## src/rtl/cpu_pkg.sv

```systemverilog
// Shared CPU definitions used by the instruction-fetch stage and its queue.
package cpu_pkg;

    localparam int          INST_W   = 32;
    localparam logic [31:0] RESET_PC = 32'h0000_0000;
    localparam logic [31:0] NOP_INST = 32'h0000_0000;  // sll $0,$0,0

    // One fetched word together with the address it was fetched from
    typedef struct packed {
        logic [INST_W-1:0] pc;
        logic [INST_W-1:0] inst;
    } fetch_entry_t;

    // Instruction addresses are always word aligned; the low two bits are dropped
    function automatic logic [31:0] word_align(input logic [31:0] addr);
        return {addr[31:2], 2'b00};
    endfunction

endpackage

```

## src/rtl/if_fetch_stage_if.sv

```systemverilog
// Control, instruction-memory and IF/ID-facing signals of the fetch stage.
interface if_fetch_stage_if;
    import cpu_pkg::*;

    logic              stall;
    logic              redirect_valid;
    logic [INST_W-1:0] redirect_pc;
    logic              imem_en;
    logic [INST_W-1:0] imem_addr;
    logic [INST_W-1:0] imem_rdata;
    logic [INST_W-1:0] out_PC;
    logic [INST_W-1:0] out_Instruction;
    logic              out_valid;

    // Fetch stage side
    modport master (
        input  stall, redirect_valid, redirect_pc, imem_rdata,
        output imem_en, imem_addr, out_PC, out_Instruction, out_valid
    );

    // Pipeline control, ROM and IF/ID side
    modport slave (
        output stall, redirect_valid, redirect_pc, imem_rdata,
        input  imem_en, imem_addr, out_PC, out_Instruction, out_valid
    );

endinterface

```

## src/rtl/fetch_fifo.sv

```systemverilog
// Two-entry synchronous FIFO of fetched words. No fall-through: a pushed
// word becomes visible at the head one cycle later.
module fetch_fifo
    import cpu_pkg::*;
(
    input  logic         clk,
    input  logic         rst,
    input  logic         flush,
    input  logic         push,
    input  fetch_entry_t push_data,
    input  logic         pop,
    output logic [1:0]   count,
    output fetch_entry_t head
);

    fetch_entry_t mem_q [2];
    fetch_entry_t mem_d [2];
    logic         rd_ptr_q, rd_ptr_d;
    logic         wr_ptr_q, wr_ptr_d;
    logic [1:0]   count_q, count_d;
    logic         do_push, do_pop;

    // Next-state: flush/reset empty the queue, otherwise push and pop may coincide
    always_comb begin
        mem_d    = mem_q;
        rd_ptr_d = rd_ptr_q;
        wr_ptr_d = wr_ptr_q;
        count_d  = count_q;
        do_pop   = pop && (count_q != 2'd0);
        do_push  = push && ((count_q != 2'd2) || do_pop);
        if (rst || flush) begin
            rd_ptr_d = 1'b0;
            wr_ptr_d = 1'b0;
            count_d  = 2'd0;
        end else begin
            if (do_push) begin
                mem_d[wr_ptr_q] = push_data;
                wr_ptr_d        = ~wr_ptr_q;
            end else begin
                wr_ptr_d = wr_ptr_q;
            end
            if (do_pop) begin
                rd_ptr_d = ~rd_ptr_q;
            end else begin
                rd_ptr_d = rd_ptr_q;
            end
            count_d = count_q + {1'b0, do_push} - {1'b0, do_pop};
        end
    end

    // State registers
    always_ff @(posedge clk) begin
        mem_q    <= mem_d;
        rd_ptr_q <= rd_ptr_d;
        wr_ptr_q <= wr_ptr_d;
        count_q  <= count_d;
    end

    assign count = count_q;
    assign head  = mem_q[rd_ptr_q];

endmodule

```

## src/rtl/if_fetch_stage.sv

```systemverilog
// MIPS instruction-fetch stage: owns the fetch PC, drives a 1-cycle-latency
// instruction ROM, and buffers responses so IF/ID stalls lose no words.
// Redirects flush everything in flight and refetch from the target.
module if_fetch_stage #(
    parameter logic [31:0] RESET_PC = cpu_pkg::RESET_PC,
    parameter logic [31:0] NOP_INST = cpu_pkg::NOP_INST,
    parameter int          FQ_DEPTH = 2
) (
    input  logic              clk,
    input  logic              rst,
    if_fetch_stage_if.master  bus
);
    import cpu_pkg::*;

    // The occupancy arithmetic below assumes exactly two queue slots
    generate
        if (FQ_DEPTH != 2) begin : g_bad_depth
            $error("if_fetch_stage: FQ_DEPTH must be 2");
        end
    endgenerate

    logic [31:0]  fpc_q, fpc_d;
    logic [31:0]  rpc_q, rpc_d;
    logic         rvalid_q, rvalid_d;
    logic [1:0]   fq_count;
    fetch_entry_t fq_head;
    fetch_entry_t head;
    fetch_entry_t resp;
    logic         head_valid;
    logic         pop;
    logic         fq_pop;
    logic         push;
    logic         issue;
    logic [2:0]   occupancy;

    // Head selection, consume/capture decisions, ROM issue and presented outputs
    always_comb begin
        resp       = '{pc: rpc_q, inst: bus.imem_rdata};
        head_valid = (fq_count != 2'd0) || rvalid_q;
        if (fq_count != 2'd0) begin
            head = fq_head;
        end else begin
            head = resp;  // fall-through of the response arriving this cycle
        end
        pop       = !bus.stall && head_valid && !bus.redirect_valid;
        fq_pop    = pop && (fq_count != 2'd0);
        push      = rvalid_q && !((fq_count == 2'd0) && pop);
        occupancy = {1'b0, fq_count} + {2'b00, rvalid_q} - {2'b00, pop};
        issue     = (occupancy < 3'd2) && !bus.redirect_valid && !rst;

        bus.imem_en   = issue;
        bus.imem_addr = fpc_q;
        bus.out_valid = head_valid && !bus.redirect_valid;
        if (bus.out_valid) begin
            bus.out_Instruction = head.inst;
            bus.out_PC          = head.pc + 32'd4;
        end else begin
            bus.out_Instruction = NOP_INST;
            bus.out_PC          = 32'h0000_0000;
        end
    end

    // Fetch PC / in-flight response tracking: reset, then redirect, then issue
    always_comb begin
        fpc_d    = fpc_q;
        rpc_d    = rpc_q;
        rvalid_d = 1'b0;
        if (rst) begin
            fpc_d = RESET_PC;
        end else if (bus.redirect_valid) begin
            fpc_d = word_align(bus.redirect_pc);
        end else if (issue) begin
            rpc_d    = fpc_q;
            rvalid_d = 1'b1;
            fpc_d    = fpc_q + 32'd4;  // wraps modulo 2^32
        end else begin
            fpc_d = fpc_q;
        end
    end

    // State registers
    always_ff @(posedge clk) begin
        fpc_q    <= fpc_d;
        rpc_q    <= rpc_d;
        rvalid_q <= rvalid_d;
    end

    fetch_fifo u_fifo (
        .clk       (clk),
        .rst       (rst),
        .flush     (bus.redirect_valid),
        .push      (push),
        .push_data (resp),
        .pop       (fq_pop),
        .count     (fq_count),
        .head      (fq_head)
    );

endmodule

```

## src/flat_wrapper.sv

```systemverilog
// flat-port wrapper written by rule: the top's interface ports become plain ports
module if_fetch_stage_flat import cpu_pkg::*;
#(
    parameter logic [31:0] RESET_PC = cpu_pkg::RESET_PC,
    parameter logic [31:0] NOP_INST = cpu_pkg::NOP_INST,
    parameter int          FQ_DEPTH = 2
)
  (clk, rst, bus_stall, bus_redirect_valid, bus_redirect_pc, bus_imem_rdata, bus_imem_en, bus_imem_addr, bus_out_PC, bus_out_Instruction, bus_out_valid);
  if_fetch_stage_if bus_i ();
  input  logic clk;
  input  logic rst;
  input wire logic [$bits(bus_i.stall)-1:0] bus_stall;
  input wire logic [$bits(bus_i.redirect_valid)-1:0] bus_redirect_valid;
  input wire logic [$bits(bus_i.redirect_pc)-1:0] bus_redirect_pc;
  input wire logic [$bits(bus_i.imem_rdata)-1:0] bus_imem_rdata;
  output wire logic [$bits(bus_i.imem_en)-1:0] bus_imem_en;
  output wire logic [$bits(bus_i.imem_addr)-1:0] bus_imem_addr;
  output wire logic [$bits(bus_i.out_PC)-1:0] bus_out_PC;
  output wire logic [$bits(bus_i.out_Instruction)-1:0] bus_out_Instruction;
  output wire logic [$bits(bus_i.out_valid)-1:0] bus_out_valid;
  assign bus_i.stall = bus_stall;
  assign bus_i.redirect_valid = bus_redirect_valid;
  assign bus_i.redirect_pc = bus_redirect_pc;
  assign bus_i.imem_rdata = bus_imem_rdata;
  assign bus_imem_en = bus_i.imem_en;
  assign bus_imem_addr = bus_i.imem_addr;
  assign bus_out_PC = bus_i.out_PC;
  assign bus_out_Instruction = bus_i.out_Instruction;
  assign bus_out_valid = bus_i.out_valid;
  if_fetch_stage #(.RESET_PC(RESET_PC), .NOP_INST(NOP_INST), .FQ_DEPTH(FQ_DEPTH)) u_core (.clk(clk), .rst(rst), .bus(bus_i));
endmodule
```

## config.mk

```make
export PLATFORM = sky130hd
export DESIGN_NAME = if_fetch_stage_flat
export DESIGN_NICKNAME = d
export VERILOG_FILES = /design/src/rtl/cpu_pkg.sv /design/src/rtl/if_fetch_stage_if.sv /design/src/rtl/fetch_fifo.sv /design/src/rtl/if_fetch_stage.sv /design/src/flat_wrapper.sv
export SDC_FILE = /design/constraint.sdc
export NUM_CORES = 1
export LEC_CHECK = 0
export ABC_AREA = 1
export CORE_MARGIN = 8
export CORE_UTILIZATION = 35
export CTS_BUF_LIST = sky130_fd_sc_hd__clkbuf_16
export CTS_CLUSTER_SIZE = 40
export DETAILED_ROUTE_END_ITERATION = 10
export PLACE_DENSITY = 0.68
export SLEW_MARGIN = 20
export SYNTH_ARGS = -nofsm -noshare
export SYNTH_HDL_FRONTEND = slang
export SYNTH_SLANG_ARGS = --single-unit
```

## constraint.sdc

```tcl
create_clock -name clk -period 7.4 [get_ports clk]
set_clock_uncertainty 0.15 [all_clocks]
set_input_delay 1.85 -clock clk [delete_from_list [all_inputs] [get_ports clk]]
set_output_delay 1.85 -clock clk [all_outputs]
set_load 0.01 [all_outputs]
```

==> results.md, run 1 <==
- Largest cells by area after synthesis: edfxtp_1 (48%), nand2_1 (16%), dfxtp_1 (7.2%)
- Worst-path maximum fanout: 10
- Crit path largest cell delay: 0.59 ns
- GR Util All Layers: 15.0%
- Internal: between 0.0015 and 0.002 W
- Setup TNS Final: 0 ns
- Cell taking the most area after synthesis: edfxtp_1
- Crit path launch type: input pin
- Drt pass-1 iters: 5
- Worst Max-Slew Pin Slew: 0.988 ns
- Most used cell, CP: clkdlybuf4s50_1
- DR iter-0 viols: 475
- Synth-to-Final Area Change: 24.8%
- Net Switching: 0.000633 W
- Reg-to-Reg Start: u_core.u_fifo.count[1]
- Max layer used: met4
- Wire length on met3: 1790 um
- Wire per inst: 15.5 um
- Final worst-path cycle share: 92.6%
- Mean Syn Cell Area: 8.70 sq um
- Nets: roughly 1300
- CTS hold repair buffers: 0
- Combinational share of power: 11.5%
- Diodes inserted: 0
- Async SR Flop Fraction: 0%
- Cell area after synthesis: 9680 sq um
- Post-route ant nets: 0
- Ys flop type: edfxtp_1
- Slew Viols, Final: 0
- Reg clk slew, reported paths: 0.08 ns
- Number of flops mapped to enable cells by yosys: 154
- FF+latch area: approximately 5300 sq um
- Pwr Density: 198 nW/um^2
- CTS tree: yes
- Non-Filler Instances: about 1600
- Final setup violation count: 0
- Crit-path cells: clkdlybuf4s50_1, a21oi_4, inv_2, nor2_4, ha_1, or2_2, fa_1, nand2_1, nor2_2, clkdlybuf4s50_1
- Peak VDD IR: 0.000149 V
- Worst skew pair latency: between 0.4 and 0.5 ns
- Top post-synthesis cells by count: nand2_1 (410), edfxtp_1 (154), nor2_1 (82)
- Worst Hold Class: register to register
- Max Clk Rate: 0.146 GHz
- Rows: 61
- Final min period: 6.85 ns
- Initial Util: 35.2%
- WL met2: 11200 um
- Critical path class: input pin to primary output
- First-pass GRT wire length: ~40000 um
- Crit path DAT: 4.85 ns
- Met1 Wirelength: 11800 um
- I/O Pins: 166
- Sequential area share after synthesis: 55.0%
- Layout cell share with drive strength beyond 1: 8.60%
- Overflow after GRT: 0
- Core Footprint: about 27000 sq um
- Critical Path RT: around 5.4 ns
- Slowest stage cell, crit path: clkdlybuf4s50_1
- Sequential power share: 50.7%
- Count leader, synth: nand2_1
- Hold WS: 0.328 ns
- # fillers: 2681
- DP HPWL: 17700 um
- CTS root buf: clkbuf_16
- CTS sink cnt: 189
- Post-Syn Instances: 1112
- Cell Count Post-Placement: 1581
- # DRC: 0
- Post-Route WL: 25100 um
- Crit. End Element: primary output
- Fin area: 12100 sq um
- Total number of yosys warnings: 0
- CTS-repair resized insts: 0
- Pleak: 4.53 nW
- Initial antenna violation count: 0
- Unrepaired setup endpoints after global routing: false
- Outcome: complete, no violations
- Hold path start: u_core.rpc_q[25]
- Clock share of power: 37.8%
- DIE HEIGHT: 182 um
- Crit path from: bus_redirect_valid
- CTS H-tree depth: 4
- Die Wd: 182 um
- Post-synth top area share: 47.8%
- Vias in the first global route: 7687
- Total setup buffers inserted after CTS: 0
- Sw frac: a little over a quarter
- Final Hold Viols: 0
- Area of the multi-input gates: 3730 sq um
- Largest net degree at the start of global routing: roughly 100
- Longest Clk Path Bufs: 2
- Routed vias: 7818
- Max-Cap Viols: 0
- Die area: 33200 sq um
- Num CTS Buffers: 17
- Number of synthesized register bits: 189
- Port-buffer cells: 159
- Via/cell ratio: 4.85
- Netlist cell types: 39
- GP Congestion: 0.859
- Max-slew headroom: approximately a third
- Cell Area, Placed: 11500 sq um
[layout by cell type, fill, tap and decap left out, types with 6 or more instances in the layout]
master	Yosys	routed
edfxtp_1	154	154
clkbuf_16	0	17
xor2_1	17	17
a21oi_1	29	29
nor3_1	9	9
nor2_2	12	13
inv_1	81	81
clkdlybuf4s50_1	0	159
nand3_1	46	46
dfxtp_1	35	34
nor2_1	82	80
a31oi_1	47	47
nand2_1	410	410
nand4_1	9	9
inv_6	1	6
nor2_4	8	9
buf_4	11	10
o21ai_0	57	57
nand2_2	34	34
[worst paths after layout]
path,to,slack (ns),cells past startpoint
max reg2reg,u_core.bus.imem_addr[20],3.20,17
max,bus_imem_en,0.55,10
min,u_core.u_fifo.mem_q[121],0.33,0
min reg2reg,u_core.u_fifo.mem_q[121],0.33,0
[critical path, delay by kind of cell]
kind / cells / cell delay (ns)
fa+ha+maj: 2 / 0.73
compound gates: 1 / 0.21
simple gates: 4 / 0.81
buf+inv: 3 / 1.25
[registers in the layout (all words and copies together), names as in the netlist]
name,cells
u_core.bus.imem_addr,30
u_core.rpc_q,30
u_core.rvalid_q,1
u_core.u_fifo.count,2
u_core.u_fifo.mem_q,124
u_core.u_fifo.rd_ptr_q,1
u_core.u_fifo.wr_ptr_q,1
[layout make-up]
type                    count  share of cell area, %
repair buffers            169                   13.8
well taps                 346                   3.58
clock buffers              17                   3.52
clock inverters            15                   1.39
inverters                  85                   2.75
flip-flops and latches    189                   44.1
multi-input cells         792                   30.9
[stage by stage]
| step | utilization, % | setup slack (ns) | total power, W |
|---|---|---|---|
| floorplan | - | 1.34 | 0.00138 |
| global placement | 41.8 | 0.502 | 0.00151 |
| detailed placement | 41.8 | 0.514 | 0.00151 |
| global route | 44.0 | 0.392 | 0.00249 |
| CTS | 44.0 | 0.492 | 0.00241 |
| finish | 44.0 | 0.547 | 0.00239 |
[power groups by stage]
stage               sequential [W]  clock [W]  combinational (W)
finish                     0.00121   0.000902           0.000275
global route               0.00122   0.000965           0.000305
CTS                        0.00121   0.000923           0.000277
detailed placement         0.00124          0           0.000276
global placement           0.00123          0           0.000272
floorplan                  0.00123          0           0.000146
[per-layer routing]
layer | track usage [%] | vias to the layer above
li1 | - | 3948
met1 | 19.8 | 3603
met2 | 24.2 | 251
met3 | 4.28 | 16
met4 | 3.44 | 0
met5 | 0 | -
[cells by family (layout without fill, tap and decap cells)]
| logic type | count (synthesis) | after routing | synth area share [%] |
|---|---|---|---|
| AOI/OAI and AO/OA | 139 | 139 | 7.99 |
| xor gates and xnor gates | 22 | 22 | 1.99 |
| adders and majority gates | 6 | 6 | 0.853 |
| buffers and inverters | 134 | 286 | 6.74 |
| DFF | 189 | 189 | 55.0 |
| other | 1 | 4 | 0.0388 |
| and+or+nand+nor | 621 | 621 | 27.4 |
Power figures use the tool's default switching activity.
==> run 2: changes to the inputs <==
--- a/config.mk
+++ b/config.mk
@@ -6,7 +6,7 @@
 export NUM_CORES = 1
 export LEC_CHECK = 0
 export ABC_AREA = 1
-export CORE_MARGIN = 8
+export CORE_MARGIN = 4
 export CORE_UTILIZATION = 35
 export CTS_BUF_LIST = sky130_fd_sc_hd__clkbuf_16
 export CTS_CLUSTER_SIZE = 40
==> results.md, run 2 (synthesis results as in run 1) <==
- Max-Cap Viols: 0 (unchanged)
- Worst-path maximum fanout: 10 (unchanged)
- Synth-to-Final Area Change: 25.2% (was 24.8%)
- CTS sink cnt: 189 (unchanged)
- Routed vias: 7770 (was 7818)
- Layout Utilization: 44.7% (was 44.0%)
- Setup TNS Final: 0 ns (unchanged)
- I/O Pins: 166 (unchanged)
- Layout cell share with drive strength beyond 1: 8.60% (unchanged)
- Crit. End Element: primary output (unchanged)
- Max Clk Rate: 0.148 GHz (was 0.146 GHz)
- Longest Clk Path Bufs: 2 (unchanged)
- Crit path DAT: 4.74 ns (was 4.85 ns)
- Diodes inserted: 0 (unchanged)
- Non-Filler Instances: 1639 (was 1613)
- Die Wd: 174 um (was 182 um)
- Post-Route WL: 23600 um (was 25100 um)
- CTS H-tree depth: 4 (unchanged)
- Worst skew pair latency: 0.42 ns (was 0.43 ns)
- DP HPWL: 16400 um (was 17700 um)
- Outcome: complete, no violations (unchanged)
- GP Congestion: 0.879 (was 0.859)
- Pwr Density: 196 nW/um^2 (was 198 nW/um^2)
- # DRC: 0 (unchanged)
- DR iter-0 viols: 413 (was 475)
- Overflow after GRT: 0 (unchanged)
- Post-route ant nets: 0 (unchanged)
- Initial antenna violation count: 0 (unchanged)
- Final setup violation count: 0 (unchanged)
- CTS-repair resized insts: 0 (unchanged)
- Critical Path RT: 5.40 ns (about the same)
- Die area: 30400 sq um (was 33200 sq um)
- Total setup buffers inserted after CTS: 0 (unchanged)
- Largest Register: u_core.u_fifo.mem_q (unchanged)
- Drt pass-1 iters: 4 (was 5)
- GR Util All Layers: 15.4% (was 15.0%)
- Port-buffer cells: 159 (unchanged)
- Largest net degree at the start of global routing: 104 (unchanged)
- Most frequent cells in the layout: nand2_1 (410), clkdlybuf4s50_1 (159), edfxtp_1 (154) (unchanged)
- Final worst-path cycle share: 91.0% (was 92.6%)
- Reg clk slew, reported paths: 0.07 ns (was 0.08 ns)
- Pleak: 4.54 nW (was 4.53 nW)
- First-pass GRT wire length: 38100 um (was 40400 um)
- Final Hold Viols: 0 (unchanged)
- Crit path launch type: input pin (unchanged)
- Max-slew headroom: 35.1% (was 34.2%)
- Place WS: 0.639 ns (was 0.514 ns)
- Vias in the first global route: 7464 (was 7687)
- CTS tree: yes (unchanged)
- Critical path class: input pin to primary output (unchanged)
- Fin area: 12100 sq um (about the same)
- Cell Count Post-Placement: 1607 (was 1581)
- Num CTS Buffers: 17 (unchanged)
- CTS hold repair buffers: 0 (unchanged)
- Via/cell ratio: 4.74 (was 4.85)
- Rows: 60 (was 61)
- Slack of the critical path: 0.663 ns (was 0.547 ns)
- Max reg flops: 124 (unchanged)
- Peak VDD IR: 0.000125 V (was 0.000149 V)
- Wire per inst: 14.4 um (was 15.5 um)
- Slew Viols, Final: 0 (unchanged)
- Leading cell type in the layout, fill and taps excluded: nand2_1 (unchanged)
- Worst Hold Class: register to register (unchanged)
- Cell Area, Placed: 11500 sq um (about the same)
- Unrepaired setup endpoints after global routing: false (unchanged)
- Final min period: 6.74 ns (was 6.85 ns)
- Nets: 1328 (unchanged)
- CTS root buf: clkbuf_16 (unchanged)
- DIE HEIGHT: 174 um (was 182 um)
- Worst Max-Slew Pin Slew: 0.973 ns (was 0.988 ns)
- Core Footprint: 27100 sq um (was 27500 sq um)
- Initial Util: 35.7% (was 35.2%)
run 2: cell count changes in the layout (fill, tap and decap cells not counted), sizes merged:
cell / delta
clkinv: +2
inv: -2
run 2: path summary, 6_finish.rpt:
path | from | endpoint | slack (ns) | depth (start not counted)
setup / recovery | bus_redirect_valid | bus_imem_en | 0.66 | 10
hold reg to reg | u_core.rpc_q[17] | u_core.u_fifo.mem_q[113] | 0.33 | 0
setup reg to reg | u_core.u_fifo.count[1] | u_core.bus.imem_addr[28] | 3.26 | 17
hold / removal | u_core.rpc_q[17] | u_core.u_fifo.mem_q[113] | 0.33 | 0
run 2: layout make-up:
| class | count | area (sq um) |
|---|---|---|
| Tap cell | 372 | 465 |
| Clock inverter | 15 | 175 |
| Fill cell | 2578 | 15000 |
| Timing Repair Buffer | 169 | 1670 |
| Inverter | 85 | 332 |
| Clock buffer | 17 | 425 |
| Sequential cell | 189 | 5330 |
| Multi-Input combinational cell | 792 | 3730 |
run 2: report_power, final:
group          internal, W  switching [W]
clock             0.000455       0.000441
combinational     0.000121       0.000150
sequential         0.00118      0.0000318
total              0.00175       0.000624
run 2: metal layers:
layer,part of all wire (%),up-vias,GRT usage (%)
met3,6.1,26,3.04
met1,47,3545,21.6
li1,-,3954,-
met2,45,245,24.5
met5,0,-,0
met4,1.6,0,4.29
run 2: worst max-delay path, stage by stage:
cell and delay, ns:
clkdlybuf4s50_1 0.47, a21oi_4 0.17, inv_2 0.12, nor2_4 0.14
ha_1 0.23, or2_2 0.30, fa_1 0.48, nand2_1 0.10
nor2_2 0.27, clkdlybuf4s50_1 0.60
run 2: metrics by stage:
stage | power (W) | hold slack, ns
floorplan | 0.00138 | 0.295
global placement | 0.00150 | 0.305
detailed placement | 0.00151 | 0.318
CTS | 0.00240 | 0.336
global route | 0.00249 | 0.356
finish | 0.00238 | 0.330
==> run 3: changes to the inputs <==
--- a/config.mk
+++ b/config.mk
@@ -6,12 +6,15 @@
 export NUM_CORES = 1
 export LEC_CHECK = 0
 export ABC_AREA = 1
+export CELL_PAD_IN_SITES_DETAIL_PLACEMENT = 0
+export CELL_PAD_IN_SITES_GLOBAL_PLACEMENT = 1
+export CORE_ASPECT_RATIO = 1.5
 export CORE_MARGIN = 4
 export CORE_UTILIZATION = 35
 export CTS_BUF_LIST = sky130_fd_sc_hd__clkbuf_16
 export CTS_CLUSTER_SIZE = 40
 export DETAILED_ROUTE_END_ITERATION = 10
-export PLACE_DENSITY = 0.68
+export PLACE_DENSITY = 0.83
 export SLEW_MARGIN = 20
 export SYNTH_ARGS = -nofsm -noshare
 export SYNTH_HDL_FRONTEND = slang
==> results.md, run 3 (synthesis results as in run 1) <==
- Crit path launch type: input pin (unchanged)
- CTS root buf: clkbuf_16 (unchanged)
- GP Congestion: 0.902 (was 0.879)
- Worst-path maximum fanout: 10 (unchanged)
- Non-Filler Instances: 1610 (was 1639)
- Diodes inserted: 0 (unchanged)
- GR Util All Layers: 16.9% (was 15.4%)
- Crit path largest cell delay: 0.58 ns (was 0.60 ns)
- Num CTS Buffers: 17 (unchanged)
- Total setup buffers inserted after CTS: 0 (unchanged)
- Crit-path cells: clkdlybuf4s50_1, a21oi_4, inv_2, nor2_4, ha_1, or2_2, fa_1, nand2_1, nor2_2, clkdlybuf4s50_1 (unchanged)
- DIE HEIGHT: 212 um (was 174 um)
- Most frequent cells in the layout: nand2_1 (410), clkdlybuf4s50_1 (159), edfxtp_1 (154) (unchanged)
- Delay-heaviest family, CP: buffers and inverters (unchanged)
- Internal: 0.00178 W (was 0.00175 W)
- CTS-repair resized insts: 0 (unchanged)
- Worst Hold Class: register to register (unchanged)
- Pwr Density: 197 nW/um^2 (was 196 nW/um^2)
- Initial Util: 35.5% (was 35.7%)
- Wire per inst: 15.7 um (was 14.4 um)
- Pleak: 4.53 nW (was 4.54 nW)
- Slew Viols, Final: 0 (unchanged)
- Critical Path RT: 5.40 ns (about the same)
- First-pass GRT wire length: 39600 um (was 38100 um)
- # DRC: 0 (unchanged)
- Unrepaired setup endpoints after global routing: false (unchanged)
- I/O Pins: 166 (unchanged)
- Nets: 1329 (was 1328)
- Die area: 30400 sq um (about the same)
- Combinational share of power: 11.4% (about the same)
- Reg clk slew, reported paths: 0.07 ns (about the same)
- CTS sink cnt: 189 (unchanged)
- Max-slew headroom: 32.5% (was 35.1%)
- Layout cell share with drive strength beyond 1: 8.68% (was 8.60%)
- CTS hold repair buffers: 0 (unchanged)
- Sequential power share: 50.8% (was 50.9%)
- Net Switching: 0.000606 W (was 0.000624 W)
- Max-Cap Viols: 0 (unchanged)
- Critical path class: input pin to primary output (unchanged)
- DP HPWL: 18000 um (was 16400 um)
- Worst Max-Slew Pin Slew: 1.01 ns (was 0.973 ns)
- Final setup violation count: 0 (unchanged)
- Final worst-path cycle share: 90.0% (was 91.0%)
- Clock share of power: 37.8% (was 37.7%)
- Post-route ant nets: 0 (unchanged)
- Largest net degree at the start of global routing: 101 (was 104)
- Most used cell, CP: clkdlybuf4s50_1 (unchanged)
- Peak VDD IR: 0.000157 V (was 0.000125 V)
- Post-Route WL: 25300 um (was 23600 um)
- Vias in the first global route: 7547 (was 7464)
- Drt pass-1 iters: 6 (was 4)
- Cell Count Post-Placement: 1578 (was 1607)
- Initial antenna violation count: 0 (unchanged)
- Port-buffer cells: 159 (unchanged)
- Final Hold Viols: 0 (unchanged)
- Via/cell ratio: 4.78 (was 4.74)
- Die Wd: 144 um (was 174 um)
- Max reg flops: 124 (unchanged)
- Largest Register: u_core.u_fifo.mem_q (unchanged)
- Core Footprint: 27200 sq um (was 27100 sq um)
- Max Clk Rate: 0.150 GHz (was 0.148 GHz)
- Worst skew pair latency: 0.44 ns (was 0.42 ns)
- Crit path DAT: 4.66 ns (was 4.74 ns)
- Slowest stage cell, crit path: clkdlybuf4s50_1 (unchanged)
- Place WS: 0.743 ns (was 0.639 ns)
- Crit. End Element: primary output (unchanged)
- Setup TNS Final: 0 ns (unchanged)
- Slack of the critical path: 0.742 ns (was 0.663 ns)
- Synth-to-Final Area Change: 24.7% (was 25.2%)
- Routed vias: 7697 (was 7770)
- Longest Clk Path Bufs: 2 (unchanged)
- Sw frac: 25.5% (was 26.2%)
- CP Buf/Inv Count: 3 (unchanged)
- Leading cell type in the layout, fill and taps excluded: nand2_1 (unchanged)
- DR iter-0 viols: 237 (was 413)
- Overflow after GRT: 0 (unchanged)
- CTS H-tree depth: 4 (unchanged)
- Outcome: complete, no violations (unchanged)
- Final min period: 6.66 ns (was 6.74 ns)
- Layout Utilization: 44.3% (was 44.7%)
- Rows: 74 (was 60)
- CTS tree: yes (unchanged)
[run 3: cell types whose count changed in the layout (fill, tap and decap cells not counted)]
| cell | change |
|---|---|
| buf_4 | +1 |
| bufinv_16 | +1 |
| clkinv_4 | +1 |
| clkinv_8 | -5 |
| clkinvlp_4 | +2 |
| inv_6 | +1 |
[run 3: power by group through the flow]
| stage | clock, W | combinational [W] | sequential [W] |
|---|---|---|---|
| 2_1_floorplan | 0 | 0.000146 | 0.00123 |
| 3_3_place_gp | 0 | 0.000272 | 0.00123 |
| 3_5_place_dp | 0 | 0.000274 | 0.00123 |
| 4_1_cts | 0.000930 | 0.000276 | 0.00121 |
| 5_1_grt | 0.000978 | 0.000302 | 0.00121 |
| 6_report | 0.000901 | 0.000271 | 0.00121 |
[run 3: layer usage]
metal  part of all wire (%)  global-route usage [%]  up-vias
li1                       -                       -     3950
met1                     38                    18.8     3484
met2                     53                    30.2      215
met3                    4.8                    3.71       48
met4                    4.0                    8.22        0
met5                      0                       0        -
[run 3: per-stage QoR]
stage | hold slack (ns) | cell area, sq um | power, W
2_1_floorplan | 0.295 | 9690 | 0.00138
3_3_place_gp | 0.303 | 11500 | 0.00150
3_5_place_dp | 0.313 | 11500 | 0.00151
4_1_cts | 0.341 | 12100 | 0.00242
5_1_grt | 0.352 | 12100 | 0.00249
6_report | 0.335 | 12100 | 0.00238
[run 3: area by class of cell]
| class | instances | area, sq um |
|---|---|---|
| fill | 2696 | 15200 |
| sequential | 189 | 5330 |
| multi-input combinational | 792 | 3730 |
| timing repair buffer | 170 | 1670 |
| tap | 342 | 428 |
| clock buffer | 17 | 425 |
| inverter | 85 | 332 |
| clock inverter | 15 | 156 |
[run 3: final timing paths]
kind / from / to / cells past startpoint / slack [ns]
setup / recovery: bus_redirect_valid / bus_imem_en / 10 / 0.74
hold reg to reg: u_core.rpc_q[26] / u_core.u_fifo.mem_q[58] / 0 / 0.33
setup reg to reg: u_core.u_fifo.count[1] / u_core.bus.imem_addr[20] / 17 / 3.16
hold / removal: u_core.rpc_q[26] / u_core.u_fifo.mem_q[58] / 0 / 0.33
